`config.mk`:
```
export PLATFORM = sky130hd
export DESIGN_NAME = uart_tx_ctrl
export DESIGN_NICKNAME = d
export VERILOG_FILES = /design/src/rtl/uart_pkg.sv /design/src/rtl/uart_baud_gen.sv /design/src/rtl/uart_tx_ctrl.sv
export SDC_FILE = /design/constraint.sdc
export NUM_CORES = 1
export LEC_CHECK = 0
export ABC_AREA = 1
export CAP_MARGIN = 15
export CORE_MARGIN = 2
export CORE_UTILIZATION = 45
export DETAILED_ROUTE_END_ITERATION = 8
export PLACE_DENSITY = 0.81
export SYNTH_ARGS = -nofsm -noshare
export SYNTH_HDL_FRONTEND = slang
export SYNTH_SLANG_ARGS = --single-unit
export TNS_END_PERCENT = 50
```
`constraint.sdc`:
```
create_clock -name clk -period 1.15 [get_ports clk]
set_input_delay 0.115 -clock clk [delete_from_list [all_inputs] [get_ports clk]]
set_output_delay 0.115 -clock clk [all_outputs]
set_load 0.01 [all_outputs]
```
`src/rtl/uart_pkg.sv`:
```
// Shared constants, FSM encodings and parity helper for the UART TX controller.
package uart_pkg;

  localparam int DATA_W          = 7;
  localparam int FRAME_BITS      = 10;
  localparam int CLK_DIV_DEFAULT = 434;

  localparam logic [1:0] ST_IDLE  = 2'd0;
  localparam logic [1:0] ST_LOAD  = 2'd1;
  localparam logic [1:0] ST_SHIFT = 2'd2;

  function automatic logic calc_parity(input logic [DATA_W-1:0] data, input logic odd);
    return (^data) ^ odd;
  endfunction

endpackage

```
`src/rtl/uart_baud_gen.sv`:
```
// Bit-period counter: counts 0..CLK_DIV-1 while enabled and pulses tick on the last count.
module uart_baud_gen #(
  parameter int CLK_DIV = 434
) (
  input  logic clk_i,
  input  logic rst_n_i,
  input  logic en_i,
  input  logic clr_i,
  output logic tick_o
);

  localparam int CW = (CLK_DIV > 1) ? $clog2(CLK_DIV) : 1;
  localparam logic [CW-1:0] LAST = CW'(CLK_DIV - 1);

  logic [CW-1:0] cnt_q, cnt_d;

  assign tick_o = en_i && !clr_i && (cnt_q == LAST);

  always_comb begin
    cnt_d = cnt_q;
    if (clr_i)
      cnt_d = '0;
    else if (en_i)
      cnt_d = (cnt_q == LAST) ? '0 : cnt_q + CW'(1);
  end

  always_ff @(posedge clk_i) begin
    if (!rst_n_i) cnt_q <= '0;
    else          cnt_q <= cnt_d;
  end

endmodule

```
`src/rtl/uart_tx_ctrl.sv`:
```
// UART TX sequencer: accepts 7-bit words, computes parity, paces one 10-bit frame.
// Define UART_TX_HOLD_BUF_EN to add a one-entry holding buffer for gapless frames.
// Handshake: a word transfers on any clk edge where tx_valid && tx_ready are both high.
module uart_tx_ctrl
  import uart_pkg::*;
#(
  parameter int CLK_DIV = CLK_DIV_DEFAULT
) (
  input  logic              clk,
  input  logic              rst_n,
  input  logic              tx_valid,
  input  logic [DATA_W-1:0] tx_data,
  output logic              tx_ready,
  input  logic              parity_odd,
  output logic [DATA_W-1:0] data_out,
  output logic              parity_bit,
  output logic              load_data,
  output logic              shift_en,
  output logic              baud_tick,
  output logic              busy,
  output logic              frame_done,
  output logic [1:0]        dbg_state
);

  localparam logic [3:0] LAST_BIT = 4'(FRAME_BITS - 1);

  logic [1:0]        state_q, state_d;
  logic [DATA_W-1:0] data_q, data_d;
  logic              par_q, par_d;
  logic [3:0]        bit_cnt_q, bit_cnt_d;
  logic              accept;

  uart_baud_gen #(.CLK_DIV(CLK_DIV)) u_baud (
    .clk_i   (clk),
    .rst_n_i (rst_n),
    .en_i    (state_q == ST_SHIFT),
    .clr_i   (state_q != ST_SHIFT),
    .tick_o  (baud_tick)
  );

  assign frame_done = (state_q == ST_SHIFT) && baud_tick && (bit_cnt_q == LAST_BIT);
  assign load_data  = (state_q == ST_LOAD);
  assign shift_en   = (state_q == ST_SHIFT);
  assign busy       = (state_q != ST_IDLE);
  assign data_out   = data_q;
  assign parity_bit = par_q;
  assign dbg_state  = state_q;
  assign accept     = tx_valid && tx_ready;

`ifdef UART_TX_HOLD_BUF_EN
  logic              buf_valid_q, buf_valid_d;
  logic [DATA_W-1:0] buf_data_q, buf_data_d;
  logic              buf_par_q, buf_par_d;

  assign tx_ready = !buf_valid_q;
`else
  assign tx_ready = (state_q == ST_IDLE);
`endif

  always_comb begin
    state_d   = state_q;
    data_d    = data_q;
    par_d     = par_q;
    bit_cnt_d = bit_cnt_q;
`ifdef UART_TX_HOLD_BUF_EN
    buf_valid_d = buf_valid_q;
    buf_data_d  = buf_data_q;
    buf_par_d   = buf_par_q;
`endif
    case (state_q)
      ST_IDLE: begin
        if (accept) begin
          data_d  = tx_data;
          par_d   = calc_parity(tx_data, parity_odd);
          state_d = ST_LOAD;
        end
      end
      ST_LOAD: begin
        bit_cnt_d = '0;
        state_d   = ST_SHIFT;
      end
      ST_SHIFT: begin
        if (frame_done) begin
          bit_cnt_d = '0;
          state_d   = ST_IDLE;
`ifdef UART_TX_HOLD_BUF_EN
          // A pending word (buffered or arriving now) chains straight into LOAD.
          if (buf_valid_q) begin
            data_d      = buf_data_q;
            par_d       = buf_par_q;
            buf_valid_d = 1'b0;
            state_d     = ST_LOAD;
          end else if (accept) begin
            data_d  = tx_data;
            par_d   = calc_parity(tx_data, parity_odd);
            state_d = ST_LOAD;
          end
`endif
        end else if (baud_tick) begin
          bit_cnt_d = bit_cnt_q + 4'd1;
        end
      end
      default: state_d = ST_IDLE;
    endcase
`ifdef UART_TX_HOLD_BUF_EN
    if (accept && (state_q != ST_IDLE) && !frame_done) begin
      buf_valid_d = 1'b1;
      buf_data_d  = tx_data;
      buf_par_d   = calc_parity(tx_data, parity_odd);
    end
`endif
  end

  always_ff @(posedge clk) begin
    if (!rst_n) begin
      state_q   <= ST_IDLE;
      data_q    <= '0;
      par_q     <= 1'b0;
      bit_cnt_q <= '0;
`ifdef UART_TX_HOLD_BUF_EN
      buf_valid_q <= 1'b0;
      buf_data_q  <= '0;
      buf_par_q   <= 1'b0;
`endif
    end else begin
      state_q   <= state_d;
      data_q    <= data_d;
      par_q     <= par_d;
      bit_cnt_q <= bit_cnt_d;
`ifdef UART_TX_HOLD_BUF_EN
      buf_valid_q <= buf_valid_d;
      buf_data_q  <= buf_data_d;
      buf_par_q   <= buf_par_d;
`endif
    end
  end

endmodule

```
==> flow_summary.ini <==
[synthesis]
synth_edf_count = 0
avgSynthCellArea_um2 = 7.42
yosys.area.top_type = dfxtp_1
syn-cell-area_um2 = 1320
async_flop_share_pct = 0
synthMuxAreaShare_pct = 0
yosysSeqAreaShare_pct = 34.9
synth-compound-area-share_pct = 8.06
synth_xor_area_share_pct = 5.97
yosysWarnings = 0
synthSimpleGateAreaFrac_pct = 38.1
synthAdderAreaFrac_pct = 3.79
synth_nets = 193
synth_most_common_cell = nand2_1
synth_area_leaders = dfxtp_1 35%, nand2_1 9.1%, nor2_1 7.1%, inv_1 6.3%, ha_1 3.8%
ys_seq_elements = 23
synth_top_family_by_area = simple AND/OR/NAND/NOR gates
synthesis.instances = 178
synth_common_cells = 32 x nand2_1, 25 x nor2_1, 23 x dfxtp_1
synth_top_area_share_pct = 34.9
synth_ff_type = dfxtp_1
synth_cell_types = 28

[global_routing]
first_global_vias = 1296
grt_max_degree = 13
gr-usage-all-layers_pct = 20.2
grt_pass1_wl_um = 5220
antenna_found_initial = 0
gr-total-overflow = 0

[place]
hpwl_um = 2340
placed_cells = 268
gp_congestion = 0.764
post-place-ws_ns = -0.332
io_buffers = 26

[setup_path]
critical_path_required_ns = 1.03
critPathArrivalTime_ns = 1.30
cp-start-kind = flop
crit_fanout = 3
cp-startpoint = u_baud.cnt_q[1]
cp_num_buf_inv = 2
cp_slowest_stage_delay_ns = 0.35
path_class = reg -> out
cp-end-kind = output pin
path_cells = inv_2, ha_4, nand2_4, nor2_4, nand3_4, nor2_2, buf_2
cp_top_family = flip-flops
critical-path-slowest-cell = dfxtp_2
rr_startpoint = u_baud.cnt_q[1]

[worst_hold_path]
min_from = tx_data[2]
holdCritPathClass = in -> reg

[timing]
worst_pin_slew_ns = 0.319
maxSlewViolCount = 0
hold_viol = 0
layout_setup_ws_ns = -0.263
fmax_mhz = 708
fin_skew_ns = 0.00154
fin_crit_sh_pct = 123
relSlewSlack_pct = 78.6
setup_violations = 19
rsz0062_at_grt = true
finalCriticalPeriod_ns = 1.41

[clock_tree]
holdBufCountCts = 0
cts_root_buf = clkbuf_4
h-tree-depth = 1
cts_buffer_depth = 2
cts_buffers = 3
clk_pin_slew_ns = 0.12
insertion_delay_ns = 0.31
cts_tree = yes
clock_sinks = 23

[finish]
final_cells = 273
drive_gt1_share_pct = 42.6
area_growth_pct = 56.3
fill_cells = 195
finalNetCount = 258
antenna_cells = 0

[floorplan]
initial_core_util_pct = 47.5
boundaryPins = 27
chipHeight_um = 58.2
coreArea_um2 = 2780
die-area_um2 = 3380
dieWidth_um = 58.2
fp-row-count = 19

[power]
power_leakage_nw = 0.950
total_power_mw = 1.73
ir_drop_v = 0.000801
power_density_nw_per_um2 = 837

[routing]
dr.first_iter.drc_count = 36
ant_nets = 0
via_count = 1310
drc = 0
drtPass1Iterations = 5
routed_via_density = 4.80
routedWlPerCell_um = 11.8
routed_wl_um = 3240

[outcome]
violations = negative setup slack
status = complete, but fails checks

[flow_run]
cap_viol_max_count = 0
worst register-to-register path, cell delays in order (launching register included):
cell and delay, ns:
dfxtp_2 0.35, inv_2 0.06, ha_4 0.13, nand2_4 0.05, nor2_4 0.11, buf_4 0.13, nand2_4 0.07, o21bai_4 0.14
nand2_2 0.08, nand2_4 0.09, nor2_1 0.05
flip-flops by register name, indices dropped and copies added (netlist names):
| name | flops |
|---|---|
| u_baud.cnt_q | 9 |
| data_out | 7 |
| bit_cnt_q | 4 |
| dbg_state | 2 |
| parity_bit | 1 |
metrics by stage:
stage	util (%)	TNS (ns)	instance area [um^2]	hold WS, ns
after floorplan	-	-0.151	1350	0.251
after global placement	68.9	-2.32	1920	0.461
after detailed placement	68.9	-3.23	1920	0.465
after CTS	71.7	-2.52	1990	0.464
after global routing	74.2	-3.64	2060	0.486
final	74.2	-2.15	2060	0.465
area by class of cell:
cell class	count	area (um^2)	share of cell area, %
multi-input combinational	124	882	42.8
timing repair buffer	62	528	25.6
sequential	23	472	22.9
inverter	29	116	5.64
tap	31	38.8	1.88
clock buffer	4	26.3	1.27
path summary, 6_finish.rpt:
path,endpoint,slack [ns],cells after the start
worst max register to register,bit_cnt_q[1],-0.21,10
worst max-delay path,frame_done,-0.26,7
worst min-delay path,data_out[2],0.47,4
worst min register to register,bit_cnt_q[2],0.48,2
per-layer routing:
metal / wire [um] / vias to the layer above / track usage (%)
met3: 120 / 6 / 3.79
met5: 0 / - / 0
met4: 76 / 0 / 9.30
met2: 1720 / 33 / 36.2
met1: 1320 / 592 / 23.1
li1: - / 679 / -
timing repair:
item                       in CTS  in global routing
gates resized for setup        64                 20
pin swaps                       6                 16
setup endpoints to repair      38                 29
gates cloned                    0                  0
buffers inserted                2                  1
power breakdown:
group	internal [mW]	total, mW	switching (mW)	leakage (nW)
logic	0.242	0.491	0.248	0.745
registers	0.834	0.858	0.0241	0.191
clock network	0.136	0.378	0.242	0.0150
total	1.21	1.73	0.514	0.950
logic make-up after synthesis:
kind of cell               count (synthesis)
AOI/OAI and AO/OA                         18
xor gates and xnor gates                   9
adders and majority gates                  4
buffers and inverters                     31
DFF                                       23
and+or+nand+nor                           93
cell usage in the layout (no fill, tap or decap), types with 2 or more instances in the layout:
| cell type | Yosys | routed |
|---|---|---|
| nand2_8 | 0 | 2 |
| inv_4 | 0 | 3 |
| nand2_1 | 32 | 31 |
| inv_2 | 6 | 5 |
| nand3_1 | 8 | 7 |
| buf_2 | 1 | 6 |
| nor2_4 | 4 | 7 |
| nor2_2 | 4 | 6 |
| clkbuf_4 | 0 | 3 |
| buf_6 | 0 | 6 |
| nand2_2 | 7 | 5 |
| nand2_4 | 4 | 5 |
| o21ai_2 | 0 | 3 |
| dfxtp_4 | 0 | 2 |
| xnor2_1 | 5 | 5 |
| xor2_1 | 4 | 4 |
| dfxtp_2 | 0 | 3 |
| a21oi_2 | 2 | 3 |
| dlygate4sd2_1 | 0 | 8 |
| ha_4 | 0 | 2 |
| clkdlybuf4s50_1 | 0 | 10 |
| buf_4 | 1 | 30 |
| dfxtp_1 | 23 | 18 |
| o21ai_4 | 0 | 2 |
| inv_1 | 22 | 20 |
| o21ai_0 | 7 | 2 |
| nor3b_2 | 2 | 2 |
| ha_1 | 4 | 2 |
| o21ai_1 | 3 | 3 |
| nor2_1 | 25 | 20 |
| nand4_1 | 2 | 2 |
| a21oi_1 | 4 | 3 |
| nand3_2 | 1 | 2 |
Note: power is estimated with default switching activity, not from simulation.
